==> src/rtl/msg_tx_arbiter.sv <==
// Round-robin arbiter sharing one UART TX path between three message sources.
// The granted message is latched and paced out byte by byte with a fixed gap.
module msg_tx_arbiter #(
  parameter int BYTE_GAP = 290,
  parameter int MSG_LEN  = 10
) (
  input  logic                   clk_3125K,
  input  logic                   rst,
  input  logic [2:0]             req,
  input  logic [8*MSG_LEN-1:0]   msg_0,
  input  logic [8*MSG_LEN-1:0]   msg_1,
  input  logic [8*MSG_LEN-1:0]   msg_2,
  input  logic                   tx_busy,
  output logic [7:0]             tx_data,
  output logic                   tx_start,
  output logic [2:0]             grant,
  output logic [2:0]             done,
  output logic                   busy,
  output logic [1:0]             state_dbg
);

  localparam int IDX_W = $clog2(MSG_LEN);
  localparam int GAP_W = $clog2(BYTE_GAP);
  localparam int MSG_W = 8 * MSG_LEN;
  localparam logic [IDX_W-1:0] IDX_LAST = IDX_W'(MSG_LEN - 1);
  localparam logic [GAP_W-1:0] GAP_LAST = GAP_W'(BYTE_GAP - 1);

  typedef enum logic [1:0] {
    IDLE = 2'd0,
    SEND = 2'd1,
    GAP  = 2'd2,
    DONE = 2'd3
  } state_t;

  state_t             state;
  logic [1:0]         last;
  logic [1:0]         cur_src;
  logic [MSG_W-1:0]   msg_buf;
  logic [IDX_W-1:0]   idx;
  logic [GAP_W-1:0]   gap_cnt;
  logic [1:0]         winner;
  logic [MSG_W-1:0]   sel_msg;
  logic [7:0]         cur_byte;

  // Search order after the last winner: last+1, last+2, then last itself.
  function automatic logic [1:0] rr_pick(input logic [2:0] r, input logic [1:0] l);
    logic [1:0] a;
    logic [1:0] b;
    a = (l == 2'd0) ? 2'd1 : (l == 2'd1) ? 2'd2 : 2'd0;
    b = (a == 2'd0) ? 2'd1 : (a == 2'd1) ? 2'd2 : 2'd0;
    if (r[a])      return a;
    else if (r[b]) return b;
    else           return l;
  endfunction

  assign winner    = rr_pick(req, last);
  assign cur_byte  = msg_buf[{idx, 3'b000} +: 8];
  assign state_dbg = state;

  always_comb begin
    sel_msg = msg_2;
    case (winner)
      2'd0:    sel_msg = msg_0;
      2'd1:    sel_msg = msg_1;
      default: sel_msg = msg_2;
    endcase
  end

  always_ff @(posedge clk_3125K or negedge rst) begin
    if (!rst) begin
      state    <= IDLE;
      last     <= 2'd2;
      cur_src  <= 2'd0;
      msg_buf  <= '0;
      idx      <= '0;
      gap_cnt  <= '0;
      tx_data  <= 8'h00;
      tx_start <= 1'b0;
      grant    <= 3'b000;
      done     <= 3'b000;
      busy     <= 1'b0;
    end else begin
      tx_start <= 1'b0;
      done     <= 3'b000;
      case (state)
        IDLE: begin
          busy <= (req != 3'b000);
          if (req != 3'b000) begin
            grant   <= 3'b001 << winner;
            cur_src <= winner;
            msg_buf <= sel_msg;
            idx     <= '0;
            state   <= SEND;
          end
        end
        SEND: begin
          if (!tx_busy) begin
            if (cur_byte == 8'h00) begin
              state <= DONE;
            end else begin
              tx_data  <= cur_byte;
              tx_start <= 1'b1;
              gap_cnt  <= '0;
              state    <= GAP;
            end
          end
        end
        GAP: begin
          // Counter holds at its last value while the UART is still busy.
          if (gap_cnt == GAP_LAST) begin
            if (!tx_busy) begin
              if (idx == IDX_LAST) begin
                state <= DONE;
              end else begin
                idx   <= idx + 1'b1;
                state <= SEND;
              end
            end
          end else begin
            gap_cnt <= gap_cnt + 1'b1;
          end
        end
        DONE: begin
          done  <= grant;
          grant <= 3'b000;
          last  <= cur_src;
          state <= IDLE;
        end
        default: state <= IDLE;
      endcase
    end
  end

endmodule

==> config.mk <==
export PLATFORM = sky130hd
export DESIGN_NAME = msg_tx_arbiter
export DESIGN_NICKNAME = d
export VERILOG_FILES = /design/src/rtl/msg_tx_arbiter.sv
export SDC_FILE = /design/constraint.sdc
export NUM_CORES = 1
export LEC_CHECK = 0
export CORE_ASPECT_RATIO = 0.7
export CORE_MARGIN = 3
export CORE_UTILIZATION = 39
export CTS_CLUSTER_SIZE = 30
export DETAILED_ROUTE_END_ITERATION = 8
export HOLD_SLACK_MARGIN = 0.03
export PLACE_DENSITY = 0.85
export SLEW_MARGIN = 30
export SYNTH_ARGS = -nofsm -noshare
export SYNTH_HDL_FRONTEND = slang
export SYNTH_SLANG_ARGS = --single-unit
==> constraint.sdc <==
create_clock -name clk_3125K -period 2.3 [get_ports clk_3125K]
set_clock_uncertainty 0.1 [all_clocks]
set_input_delay 0.46 -clock clk_3125K [delete_from_list [all_inputs] [get_ports clk_3125K]]
set_output_delay 0.46 -clock clk_3125K [all_outputs]
set_load 0.05 [all_outputs]
==> results of run 1 <==
[worst min path at each step]
| stage | from | endpoint | slack [ns] | cells after the start |
|---|---|---|---|---|
| after floorplan | rst | busy | 0.06 | 0 |
| after global placement | rst | done[2] | 0.18 | 1 |
| after detailed placement | rst | done[0] | 0.18 | 1 |
| after CTS | rst | done[0] | 0.30 | 2 |
| after global routing | rst | done[0] | 0.29 | 2 |
| final | rst | done[0] | 0.30 | 2 |
[sequential cells by signal, summed over array words and instances (netlist names)]
name / flops
msg_buf: 80
gap_cnt: 9
tx_data: 8
idx: 4
done: 3
grant: 3
cur_src: 2
last: 2
state_dbg: 2
busy: 1
tx_start: 1
[kinds of logic after synthesis]
logic type      Yosys count  share of synthesized area
fa+ha+maj                 4                    0.00827
mux                      36                     0.0827
compound gates          217                      0.266
xor+xnor                  4                    0.00579
flops                   115                      0.476
simple gates            154                      0.115
buf+inv                  64                     0.0469
[where the power goes]
group / leakage (nW) / internal (mW) / total (mW) / switching, mW
clock: 0.336 / 2.15 / 3.11 / 0.960
sequential: 1.46 / 2.89 / 3.63 / 0.736
combinational: 2.49 / 3.04 / 6.34 / 3.30
total: 4.28 / 8.08 / 13.1 / 5.00
[stage by stage]
step                      setup TNS (ns)  area, um2
final                              -5.30      10400
after global placement            -11.08       9320
after global routing               -7.71      10400
after CTS                          -4.61      10200
after detailed placement          -16.96       9320
after floorplan                    -1.34       6050
[per-layer routing]
metal  part of all wire  vias up  global-route usage
met5                  0        -                   0
met1               0.40     3240               0.330
met4              0.023        0              0.0725
met3              0.086       43              0.0792
met2               0.49      324               0.446
li1                   -     2969                   -
[cell usage in the layout (no fill, tap or decap), drive strengths merged, types with 5 or more instances in the layout]
master,count
clkdlybuf4s50,260
dfrtp,114
nand2,101
o21ai,90
buf,82
a222oi,80
clkbuf,22
mux2,20
o22ai,11
nor2b,10
mux4,8
o32ai,8
nand3,8
a211oi,8
inv,8
mux2i,8
and3,7
nor3,7
nor2,6
bufinv,6
nand2b,5
[worst max-delay path, delay by kind of cell (launching register included)]
family | cells | cell delay, ns
muxes | 2 | 0.80
AOI/OAI and AO/OA | 3 | 0.43
and+or+nand+nor | 1 | 0.30
buffers and inverters | 3 | 0.37
DFF | 1 | 0.51
[layout make-up]
class,count,share of cell area
Tap cell,195,0.0235
Multi-Input combinational cell,415,0.300
Clock inverter,11,0.0213
Inverter,7,0.00301
Sequential cell,115,0.278
Timing Repair Buffer,344,0.328
Clock buffer,21,0.0463
[timing repair]
action	in CTS	in global routing
cloned	0	1
hold endpoints to repair	112	0
setup endpoints to repair	20	21
hold buffers	1	0
pin swaps	5	6
resized for setup	21	22
buffers inserted	7	4
==> flow_summary.json, run 1 <==
{
  "synth_top_area_frac": 0.472,
  "p_total_mw": 13.1,
  "finalNonFillerCells": 1108,
  "powerDensity_mw_per_mm2": 1260,
  "slew_viol_final": 0,
  "dr.pass1.iters": 8,
  "grt_first_pass_wirelength_um": 34600,
  "grt_max_degree": 69,
  "clk_pin_slew_ns": 0.05,
  "worst_pin_slew_ns": 0.586,
  "reg2reg_depth": 9,
  "cts_max_level": 4,
  "timing.rr.start": "idx[0]",
  "hold_class": "primary input to async pin",
  "ff2ff_setup_slack_ns": -0.34,
  "timing.final.crit_share": 1.15,
  "synthesis.nets": 844,
  "slew_headroom": 0.609,
  "vdd_drop_max_mv": 0.744,
  "antenna_found_initial": 0,
  "area_delta_synth_final_pct": 71.6,
  "yosysTopAreaCell": "dfrtp_1",
  "synth_cell_types": 50,
  "gp_congestion": 0.973,
  "hold_slack_ns": 0.299,
  "drcViolationCount": 0,
  "drtIter0Drc": 805,
  "arrival_ns": 2.84,
  "fin_util": 0.694,
  "synth_area_mm2": 0.00605,
  "cap_violations": 0,
  "power.static_leakage_nw": 4.28,
  "antenna_cells": 0,
  "cp-start-kind": "register",
  "violations": "negative setup slack",
  "hold_viol_final": 0,
  "fp.dieW_um": 155,
  "rsz0062_at_grt": "true",
  "async_flop_share": 1.00,
  "wl_per_cell_um": 21.2,
  "synth_edf_count": 0,
  "cts_sinks": 115,
  "via_per_inst": 5.94,
  "avgSynthCellArea_um2": 10.2,
  "synth_common_cells": "114 x dfrtp_1, 101 x nand2_1, 89 x o21ai_0, 80 x a222oi_1, 49 x clkbuf_1",
  "initial_core_util": 0.405,
  "crit_required_ns": 2.50,
  "synth-seq-cells": 115,
  "cts-buffers-inserted": 17,
  "grt_pass1_vias": 6584,
  "yosysMostFrequentCell": "dfrtp_1",
  "clock_latency_ns": 0.42,
  "grtUsageTotal": 0.263,
  "place_ws_ns": -0.490,
  "cpPeakStageDelay_ns": 0.51,
  "root_buffer": "clkbuf_16",
  "crit_start": "idx[0]",
  "worstSetupPathType": "register to register",
  "dieArea_mm2": 0.0171,
  "seq_area_frac_synth": 0.476,
  "worst_slack_ns": -0.336,
  "multi_input_area_mm2": 0.00312,
  "numPortBuffers": 263,
  "finalSetupViolations": 19,
  "fill_cells": 1069,
  "ios": 264,
  "place_hpwl_um": 17100,
  "fp.dieH_um": 110,
  "globalRouteOverflowTotal": 0,
  "crit_fanout": 9,
  "cts_buffer_depth": 2,
  "wl_um": 23500,
  "seq_area_mm2": 0.00288,
  "cp_slowest_cell": "dfrtp_2",
  "endpoint": "tx_data[0]",
  "status": "finished, violations left",
  "coreArea_mm2": 0.0150,
  "drt.antenna.violating_nets": 0,
  "place_inst": 1063,
  "core.rowCount": 37,
  "vias": 6576,
  "crit_path_end_kind": "register",
  "drive_gt1_frac": 0.198,
  "reg2reg_to": "tx_data[0]",
  "worstPathCellList": "buf_6 > mux4_2 > o22ai_2 > o32ai_2 > nor4_2 > buf_4 > a21o_4 > inv_6 > mux2_4",
  "syn_inst": 594,
  "synth_ff_type": "dfrtp_1",
  "synthTopCellsByArea": "dfrtp_1 47%, a222oi_1 13%, o21ai_0 7.4%, nand2_1 6.3%, clkbuf_1 3.0%",
  "cts_tree": "done",
  "layout.nets": 1150,
  "fmax_mhz": 379,
  "yosysWarnings": 0,
  "fin_crit_ns": 2.64
}
No activity file was read; power rests on OpenSTA's default activity.
==> inputs of run 2 (changes only) <==
Settings changed: ABC_AREA set to 0.
==> results of run 2 <==
Final layout, timing and power as in run 1 (identical DEF).
